File: src/rtl/l2_fwd_stall_buffer_if.sv
// Interface for the L2 forward stall buffer: fwd handler capture, MSHR frees,
// decoder consume, and the held-forward outputs.
interface l2_fwd_stall_buffer_if #(
    parameter int unsigned REQS_IDX_BITS  = 2,
    parameter int unsigned LINE_ADDR_BITS = 28,
    parameter int unsigned MSG_BITS       = 5,
    parameter int unsigned ID_BITS        = 4,
    parameter int unsigned CNT_BITS       = 16
);
    logic                      stall_capture;
    logic [LINE_ADDR_BITS-1:0] stall_fwd_addr;
    logic [MSG_BITS-1:0]       stall_fwd_msg;
    logic [ID_BITS-1:0]        stall_fwd_id;
    logic [REQS_IDX_BITS-1:0]  stall_mshr_idx;
    logic                      mshr_free_valid;
    logic [REQS_IDX_BITS-1:0]  mshr_free_idx;
    logic                      set_fwd_in_from_stalled;

    logic                      fwd_stall;
    logic                      fwd_stall_ended;
    logic [LINE_ADDR_BITS-1:0] fwd_stalled_addr;
    logic [MSG_BITS-1:0]       fwd_stalled_msg;
    logic [ID_BITS-1:0]        fwd_stalled_id;
    logic [CNT_BITS-1:0]       stall_cycles;
    logic                      stall_overflow;

    modport master (
        output stall_capture, stall_fwd_addr, stall_fwd_msg, stall_fwd_id, stall_mshr_idx,
        output mshr_free_valid, mshr_free_idx, set_fwd_in_from_stalled,
        input  fwd_stall, fwd_stall_ended, fwd_stalled_addr, fwd_stalled_msg, fwd_stalled_id,
        input  stall_cycles, stall_overflow
    );

    modport slave (
        input  stall_capture, stall_fwd_addr, stall_fwd_msg, stall_fwd_id, stall_mshr_idx,
        input  mshr_free_valid, mshr_free_idx, set_fwd_in_from_stalled,
        output fwd_stall, fwd_stall_ended, fwd_stalled_addr, fwd_stalled_msg, fwd_stalled_id,
        output stall_cycles, stall_overflow
    );
endinterface

File: src/rtl/l2_fwd_stall_buffer.sv
// Holds one forward blocked by an in-flight MSHR entry and releases it for replay
// once that entry frees; the decoder consumes it when it is ready.
module l2_fwd_stall_buffer #(
    parameter int unsigned N_REQS         = 4,
    parameter int unsigned REQS_IDX_BITS  = 2,
    parameter int unsigned LINE_ADDR_BITS = 28,
    parameter int unsigned MSG_BITS       = 5,
    parameter int unsigned ID_BITS        = 4,
    parameter int unsigned CNT_BITS       = 16
) (
    input logic                    clk,
    input logic                    rst,
    l2_fwd_stall_buffer_if.slave   bus
);
    typedef enum logic [1:0] {StIdle, StStalled, StEnded} state_e;

    state_e                    state;
    logic                      fwd_stall;
    logic                      fwd_stall_ended;
    logic [LINE_ADDR_BITS-1:0] held_addr;
    logic [MSG_BITS-1:0]       held_msg;
    logic [ID_BITS-1:0]        held_id;
    logic [REQS_IDX_BITS-1:0]  held_idx;
    logic [CNT_BITS-1:0]       stall_cycles;
    logic                      stall_overflow;

    logic capture_ok;
    logic capture_blocked;
    logic free_new;
    logic free_held;

    // A capture is only accepted into an empty buffer, or into one being consumed this cycle.
    always_comb begin
        capture_ok      = bus.stall_capture &&
                          (state == StIdle || (state == StEnded && bus.set_fwd_in_from_stalled));
        capture_blocked = bus.stall_capture && !capture_ok;
        free_new        = bus.mshr_free_valid && (bus.mshr_free_idx == bus.stall_mshr_idx);
        free_held       = bus.mshr_free_valid && (bus.mshr_free_idx == held_idx);
    end

    always_ff @(posedge clk) begin
        if (rst) begin
            state           <= StIdle;
            fwd_stall       <= 1'b0;
            fwd_stall_ended <= 1'b0;
            held_addr       <= '0;
            held_msg        <= '0;
            held_id         <= '0;
            held_idx        <= '0;
            stall_cycles    <= '0;
            stall_overflow  <= 1'b0;
        end else begin
            if (capture_ok) begin
                held_addr    <= bus.stall_fwd_addr;
                held_msg     <= bus.stall_fwd_msg;
                held_id      <= bus.stall_fwd_id;
                held_idx     <= bus.stall_mshr_idx;
                stall_cycles <= '0;
                fwd_stall    <= 1'b1;
                if (free_new) begin
                    state           <= StEnded;
                    fwd_stall_ended <= 1'b1;
                end else begin
                    state           <= StStalled;
                    fwd_stall_ended <= 1'b0;
                end
            end else begin
                unique case (state)
                    StStalled: begin
                        if (stall_cycles != '1) begin
                            stall_cycles <= stall_cycles + CNT_BITS'(1);
                        end
                        if (free_held) begin
                            state           <= StEnded;
                            fwd_stall_ended <= 1'b1;
                        end
                    end
                    StEnded: begin
                        if (bus.set_fwd_in_from_stalled) begin
                            state           <= StIdle;
                            fwd_stall       <= 1'b0;
                            fwd_stall_ended <= 1'b0;
                        end
                    end
                    default: begin
                        state           <= StIdle;
                        fwd_stall       <= 1'b0;
                        fwd_stall_ended <= 1'b0;
                    end
                endcase
            end
            if (capture_blocked) begin
                stall_overflow <= 1'b1;
            end
        end
    end

    assign bus.fwd_stall        = fwd_stall;
    assign bus.fwd_stall_ended  = fwd_stall_ended;
    assign bus.fwd_stalled_addr = held_addr;
    assign bus.fwd_stalled_msg  = held_msg;
    assign bus.fwd_stalled_id   = held_id;
    assign bus.stall_cycles     = stall_cycles;
    assign bus.stall_overflow   = stall_overflow;
endmodule

File: src/flat_wrapper.sv
// flat-port wrapper written by rule: the top's interface ports become plain ports
module l2_fwd_stall_buffer_flat 
#(
    parameter int unsigned N_REQS         = 4,
    parameter int unsigned REQS_IDX_BITS  = 2,
    parameter int unsigned LINE_ADDR_BITS = 28,
    parameter int unsigned MSG_BITS       = 5,
    parameter int unsigned ID_BITS        = 4,
    parameter int unsigned CNT_BITS       = 16
)
  (clk, rst, bus_stall_capture, bus_stall_fwd_addr, bus_stall_fwd_msg, bus_stall_fwd_id, bus_stall_mshr_idx, bus_mshr_free_valid, bus_mshr_free_idx, bus_set_fwd_in_from_stalled, bus_fwd_stall, bus_fwd_stall_ended, bus_fwd_stalled_addr, bus_fwd_stalled_msg, bus_fwd_stalled_id, bus_stall_cycles, bus_stall_overflow);
  l2_fwd_stall_buffer_if #(.REQS_IDX_BITS(REQS_IDX_BITS), .LINE_ADDR_BITS(LINE_ADDR_BITS), .MSG_BITS(MSG_BITS), .ID_BITS(ID_BITS), .CNT_BITS(CNT_BITS)) bus_i ();
  input logic clk;
  input logic rst;
  input wire logic [$bits(bus_i.stall_capture)-1:0] bus_stall_capture;
  input wire logic [$bits(bus_i.stall_fwd_addr)-1:0] bus_stall_fwd_addr;
  input wire logic [$bits(bus_i.stall_fwd_msg)-1:0] bus_stall_fwd_msg;
  input wire logic [$bits(bus_i.stall_fwd_id)-1:0] bus_stall_fwd_id;
  input wire logic [$bits(bus_i.stall_mshr_idx)-1:0] bus_stall_mshr_idx;
  input wire logic [$bits(bus_i.mshr_free_valid)-1:0] bus_mshr_free_valid;
  input wire logic [$bits(bus_i.mshr_free_idx)-1:0] bus_mshr_free_idx;
  input wire logic [$bits(bus_i.set_fwd_in_from_stalled)-1:0] bus_set_fwd_in_from_stalled;
  output wire logic [$bits(bus_i.fwd_stall)-1:0] bus_fwd_stall;
  output wire logic [$bits(bus_i.fwd_stall_ended)-1:0] bus_fwd_stall_ended;
  output wire logic [$bits(bus_i.fwd_stalled_addr)-1:0] bus_fwd_stalled_addr;
  output wire logic [$bits(bus_i.fwd_stalled_msg)-1:0] bus_fwd_stalled_msg;
  output wire logic [$bits(bus_i.fwd_stalled_id)-1:0] bus_fwd_stalled_id;
  output wire logic [$bits(bus_i.stall_cycles)-1:0] bus_stall_cycles;
  output wire logic [$bits(bus_i.stall_overflow)-1:0] bus_stall_overflow;
  assign bus_i.stall_capture = bus_stall_capture;
  assign bus_i.stall_fwd_addr = bus_stall_fwd_addr;
  assign bus_i.stall_fwd_msg = bus_stall_fwd_msg;
  assign bus_i.stall_fwd_id = bus_stall_fwd_id;
  assign bus_i.stall_mshr_idx = bus_stall_mshr_idx;
  assign bus_i.mshr_free_valid = bus_mshr_free_valid;
  assign bus_i.mshr_free_idx = bus_mshr_free_idx;
  assign bus_i.set_fwd_in_from_stalled = bus_set_fwd_in_from_stalled;
  assign bus_fwd_stall = bus_i.fwd_stall;
  assign bus_fwd_stall_ended = bus_i.fwd_stall_ended;
  assign bus_fwd_stalled_addr = bus_i.fwd_stalled_addr;
  assign bus_fwd_stalled_msg = bus_i.fwd_stalled_msg;
  assign bus_fwd_stalled_id = bus_i.fwd_stalled_id;
  assign bus_stall_cycles = bus_i.stall_cycles;
  assign bus_stall_overflow = bus_i.stall_overflow;
  l2_fwd_stall_buffer #(.N_REQS(N_REQS), .REQS_IDX_BITS(REQS_IDX_BITS), .LINE_ADDR_BITS(LINE_ADDR_BITS), .MSG_BITS(MSG_BITS), .ID_BITS(ID_BITS), .CNT_BITS(CNT_BITS)) u_core (.clk(clk), .rst(rst), .bus(bus_i));
endmodule
File: config.mk
export PLATFORM = sky130hd
export DESIGN_NAME = l2_fwd_stall_buffer_flat
export DESIGN_NICKNAME = d
export VERILOG_FILES = /design/src/rtl/l2_fwd_stall_buffer_if.sv /design/src/rtl/l2_fwd_stall_buffer.sv /design/src/flat_wrapper.sv
export SDC_FILE = /design/constraint.sdc
export NUM_CORES = 1
export LEC_CHECK = 0
export CORE_ASPECT_RATIO = 0.5
export CORE_MARGIN = 2
export CORE_UTILIZATION = 40
export CTS_CLUSTER_DIAMETER = 50
export DETAILED_ROUTE_END_ITERATION = 10
export PLACE_DENSITY = 0.77
export SLEW_MARGIN = 20
export SYNTH_ARGS = -nofsm -noshare
export SYNTH_HDL_FRONTEND = slang
export SYNTH_SLANG_ARGS = --single-unit
File: constraint.sdc
create_clock -name clk -period 2.15 [get_ports clk]
set_clock_uncertainty 0.2 [all_clocks]
set_input_delay 0.3225 -clock clk [delete_from_list [all_inputs] [get_ports clk]]
set_output_delay 0.3225 -clock clk [all_outputs]
set_load 0.02 [all_outputs]
# --- Word level (Yosys, flattened, before mapping) ---
# Cells that the tools add are included.
totals:
  ff_bits: 60
  inputBits: 46
  output_inout_bits: 56
  word_cells: 42
classes:
  n_addsub: 1
  eq_ne: 8
  mux: 12
  n_reduce_logical: 12
op_table:
  columns: ["operator", "n"]
  rows:
  - ["16-bit by 1-bit adder with 16-bit output (second input constant)", 1]
  - ["16-bit != test (second input constant)", 1]
  - ["2-bit two-way mux", 4]
  - ["2-bit AND reduction", 3]
  - ["1-bit logical AND", 5]
  - ["1-bit two-way mux", 5]
  - ["2-bit equality test", 2]
  - ["1-bit one-hot mux with 2 select lines", 2]
  - ["2-bit one-hot mux with 2 select lines", 1]
  - ["3-bit by 1-bit != test with 1-bit output (second input constant)", 1]
  - ["3-bit by 2-bit != test with 1-bit output (second input constant)", 1]
  - ["2-bit by 1-bit equality test with 1-bit output (second input constant)", 1]
  - ["2-bit equality test (second input constant)", 1]
  - ["2-bit logical NOT", 1]
  - ["2-bit by 1-bit != test with 1-bit output (second input constant)", 1]
  - ["2-bit OR reduction", 1]
  - ["1-bit logical NOT", 1]
  - ["1-bit logical OR", 1]

# --- Depth between registers and ports, before layout ---
depth:
  ltp_word: 6
  mapped_depth: 6
  depth_no_buf: 5

# --- Worst setup path after synthesis ---
# Ideal clock, no wire load.
synth_path:
  path_kind: "register -> register"
  from: "register u_core.stall_cycles[0] (netlist: u_core.bus.stall_cycles[0])"
  to: "register u_core.stall_cycles[14] (netlist: u_core.bus.stall_cycles[14])"
  setup_ps: 70
  arrival_time_ps: 1813
  required_ps: 1880
  path_slack_ps: 66
  path_stages_with_launch: 6
  path_buffers: 0
  period_less_slack_ps: 2084
  cell_sequence: "dfxtp_1 ha_1 nand3b_1 or3_1 or4_1 a21oi_1"
synth_between:
  elab_chain_len: 2
  word_cells_on_any_way: 3
  cone_classes: "add/sub: 1; eq/ne: 1; reduce/logical: 1"
synth_lines:
  columns: ["item", "line_no", "source"]
  rows:
  - ["start: declaration", "l2_fwd_stall_buffer.sv:24", "logic [CNT_BITS-1:0] stall_cycles;"]
  - ["start signal: assignment", "l2_fwd_stall_buffer.sv:71", "stall_cycles <= stall_cycles + CNT_BITS'(1);"]
  - ["parallel branches: the longest is 2 deep, another holds 16-bit by 1-bit adder with 16-bit output", null, null]
# Parallel ways; which one is timed is not known.
# A chain may end at the register's enable or synchronous reset.

# --- Final worst setup path ---
layout_path:
  from: "register u_core.stall_cycles[2] (netlist: u_core.bus.stall_cycles[2])"
  to: "register u_core.stall_cycles[13] (netlist: u_core.bus.stall_cycles[13])"
# Same word-level chain as after synthesis.

==> key figures <==
Clock tree
  • Clk sinks: about 60
  • Post-CTS setup buffer count: 0
  • CTS max path bufs: 2
  • Reg clk slew, reported paths: 50 ps
  • Hold_buf cts: 0
  • H-tree Lvls: 3
  • Skew-Pair Late Insertion Delay: 320 ps
  • CTS Buf Count: 9
  • CTS tree: built
  • CTS root buffer: clkbuf_16
  • Resized Gates After CTS: 0

Drt
  • Initial DRC count: 104
  • Via-to-Cell Ratio: 5.122
  • Routed via count: approximately 2400
  • DRT antenna net count: 0
  • Final WL: 6372 um
  • # DRC: 0
  • Wire length per cell: 13.36 um
  • Drt first pass iters: 4

Placed design
  • Final Wtd Congestion: approximately 0.88
  • Minimum setup slack after placement: 82.69 ps
  • IO buf count: a little over 100
  • Post-DP HPWL: 4618 um

Synth
  • Syn_nets: 340
  • Async set or reset register ratio after synthesis: 0%
  • Largest family of logic cells by synthesized area: simple AND/OR/NAND/NOR gates
  • Synth Area in XOR/XNOR: 1.485%
  • Number of library cell types mapped by synthesis: 34
  • Top FF cell, synth: dfxtp_1
  • Mapped Area: around 2400 um2
  • Simple-gate share of the synthesized area: 26.62%
  • Flops & latches, synth: 59
  • Synthesized area per cell: 8.054 um2
  • Register area share after synthesis: 50.05%
  • Mapped Cells: 293
  • Post-Synth Adder-Cell Area: 0.5302%
  • Compound-Gate Fraction of Synth Area: 18.45%
  • Post-synthesis mux area share: 0%
  • Post-synth EDFFs: 0
  • Yosys warns: 0

STA
  • Worst slew pin tran: 571.9 ps
  • Max Fclk: a little under 500 MHz
  • Fin Hold WS: approximately 250 ps
  • Fin Setup TNS: 0 ps
  • Final setup fails: 0
  • Final hold viol count: 0
  • Pins Over Slew Limit: 0
  • Period minus WS final: 2011 ps
  • Final Worst Setup Slack: 138.5 ps
  • RSZ-0062 raised after global routing: false
  • Rel. slew slack: 61.52%
  • Tcrit/Tclk final: 93.56%

Job
  • Max-cap violation count: 0

Critical path
  • CP max FO: 8
  • Crit Path Category: reg -> reg
  • Max incr delay on CP: 590 ps
  • R2R Setup Slk: between 100 and 150 ps
  • Slowest cell on crit path: or4_4
  • Worst Path Arrival: 2060 ps
  • WP data required: 2200 ps
  • Crit path cell chain: nand4_4 -> or4_4 -> or3_1 -> a21oi_1
  • Crit start category: register
  • Worst setup EP type: register

Floorplanning
  • Row cnt: 19
  • Core area: around 5600 um2
  • Die Ht: 58.31 um
  • DIE AREA: about 6600 um2
  • Boundary pin count: 102
  • Die X: approximately 110 um
  • Initial Util: 42.24%

Finish
  • N_diodes: 0
  • Final #Nets: around 450
  • Share of cells above drive strength 1: under 10%
  • Most common cell after layout, fill and taps aside: clkdlybuf4s50_1
  • Commonest cells after routing, fill and taps aside: clkdlybuf4s50_1 (101), nand2_1 (88), dfxtp_1 (59)
  • Area added between synthesis and finish: 59.12%

Global route
  • First-pass GRT wire length: 10540 um
  • Largest net degree at the start of global routing: 44
  • Antenna violations before repair: 0
  • All-layer global routing usage: 20.41%
  • Vias in the first global route: 2316
  • Grt ovf: 0

Pwr
  • Power Dens Cells: 778.9 nW/um2
  • Lkg Pwr: 0.001332 uW
  • Peak VDD IR: 528.0 uV

Status
  • Status: finished, final reports clean

Worst hold path
  • Hold Crit Class: reg -> reg
## cell type report
| class | instances | area, um2 |
|---|---|---|
| fillers | 458 | 1832 |
| flip-flops and latches | 59 | 1181 |
| multi-input cells | 216 | 1111 |
| repair buffers | 111 | 1099 |
| clock buffers | 12 | 246.5 |
| well taps | 73 | 91.34 |
| clock inverters | 3 | 15.01 |
| inverters | 3 | 11.26 |
## synth_stat cells (2+ instances only)
library cell	number	share of area, %
or4_1	4	1.3
o21ai_0	12	2.5
xnor2_1	4	1.5
or3_1	8	2.1
o31ai_1	3	0.95
nor4_1	4	1.1
a31oi_1	4	1.1
inv_1	3	0.48
a21oi_1	52	11
and3_1	2	0.53
nor3_1	2	0.42
clkbuf_1	15	2.4
dfxtp_1	59	50
nand3_1	6	1.3
nand2b_1	2	0.53
nor2_1	7	1.1
nand4_1	2	0.53
nand2_1	88	14
## stage by stage
| stage | utilization, % | instance area [um2] | power (uW) | instances |
|---|---|---|---|---|
| global placement | 62.53 | 3493 | 1694 | 462 |
| detailed placement | 62.53 | 3493 | 1708 | 462 |
| finish | 67.21 | 3755 | 2925 | 477 |
| floorplan | - | 2360 | 1448 | 293 |
| global route | 67.21 | 3755 | 3055 | 477 |
| CTS | 67.21 | 3755 | 2966 | 477 |
## worst paths after layout
check / start / to / depth (start not counted)
worst min-delay path: u_core.bus.fwd_stalled_addr[8]$_SDFFE_PP0P_ / u_core.bus.fwd_stalled_addr[8]$_SDFFE_PP0P_ / 2
worst max register to register: u_core.bus.stall_cycles[2]$_SDFFE_PP0P_ / u_core.bus.stall_cycles[13]$_SDFFE_PP0P_ / 4
worst min register to register: u_core.bus.fwd_stalled_addr[8]$_SDFFE_PP0P_ / u_core.bus.fwd_stalled_addr[8]$_SDFFE_PP0P_ / 2
worst max-delay path: u_core.bus.stall_cycles[2]$_SDFFE_PP0P_ / u_core.bus.stall_cycles[13]$_SDFFE_PP0P_ / 4
## state kept, by name, summed over array words and instances, names as in the netlist
signal	count
u_core.bus.fwd_stalled_addr	28
u_core.bus.stall_cycles	16
u_core.bus.fwd_stalled_msg	5
u_core.bus.fwd_stalled_id	4
u_core.held_idx	2
u_core.state	2
u_core.bus.fwd_stall	1
u_core.bus.stall_overflow	1
## logic make-up after synthesis
kind of cell,after synthesis
AOI/OAI and AO/OA,78
buffers and inverters,18
and+or+nand+nor,133
xor gates and xnor gates,4
adders and majority gates,1
DFF,59
## worst max-delay path, delay by kind of cell, from the launching register on
family           cells  cell delay (ps)
AND/OR/NAND/NOR      3             1140
flip-flops           1              470
AO/OA/AOI/OAI        1              130
## report_power, final
group	total, uW	switching [uW]	internal [uW]
sequential	1200	36.7	1160
clock	1240	445	795
combinational	487	245	242
total	2920	726	2200
## per-layer routing
metal	vias to the layer above	global-route usage, %	routed length (um)
met5	-	0	0
met4	0	10.28	116
met3	9	8.342	355
li1	1236	-	-
met2	53	34.99	3147
met1	1145	22.52	2752
No activity file was read; power rests on OpenSTA's default activity.
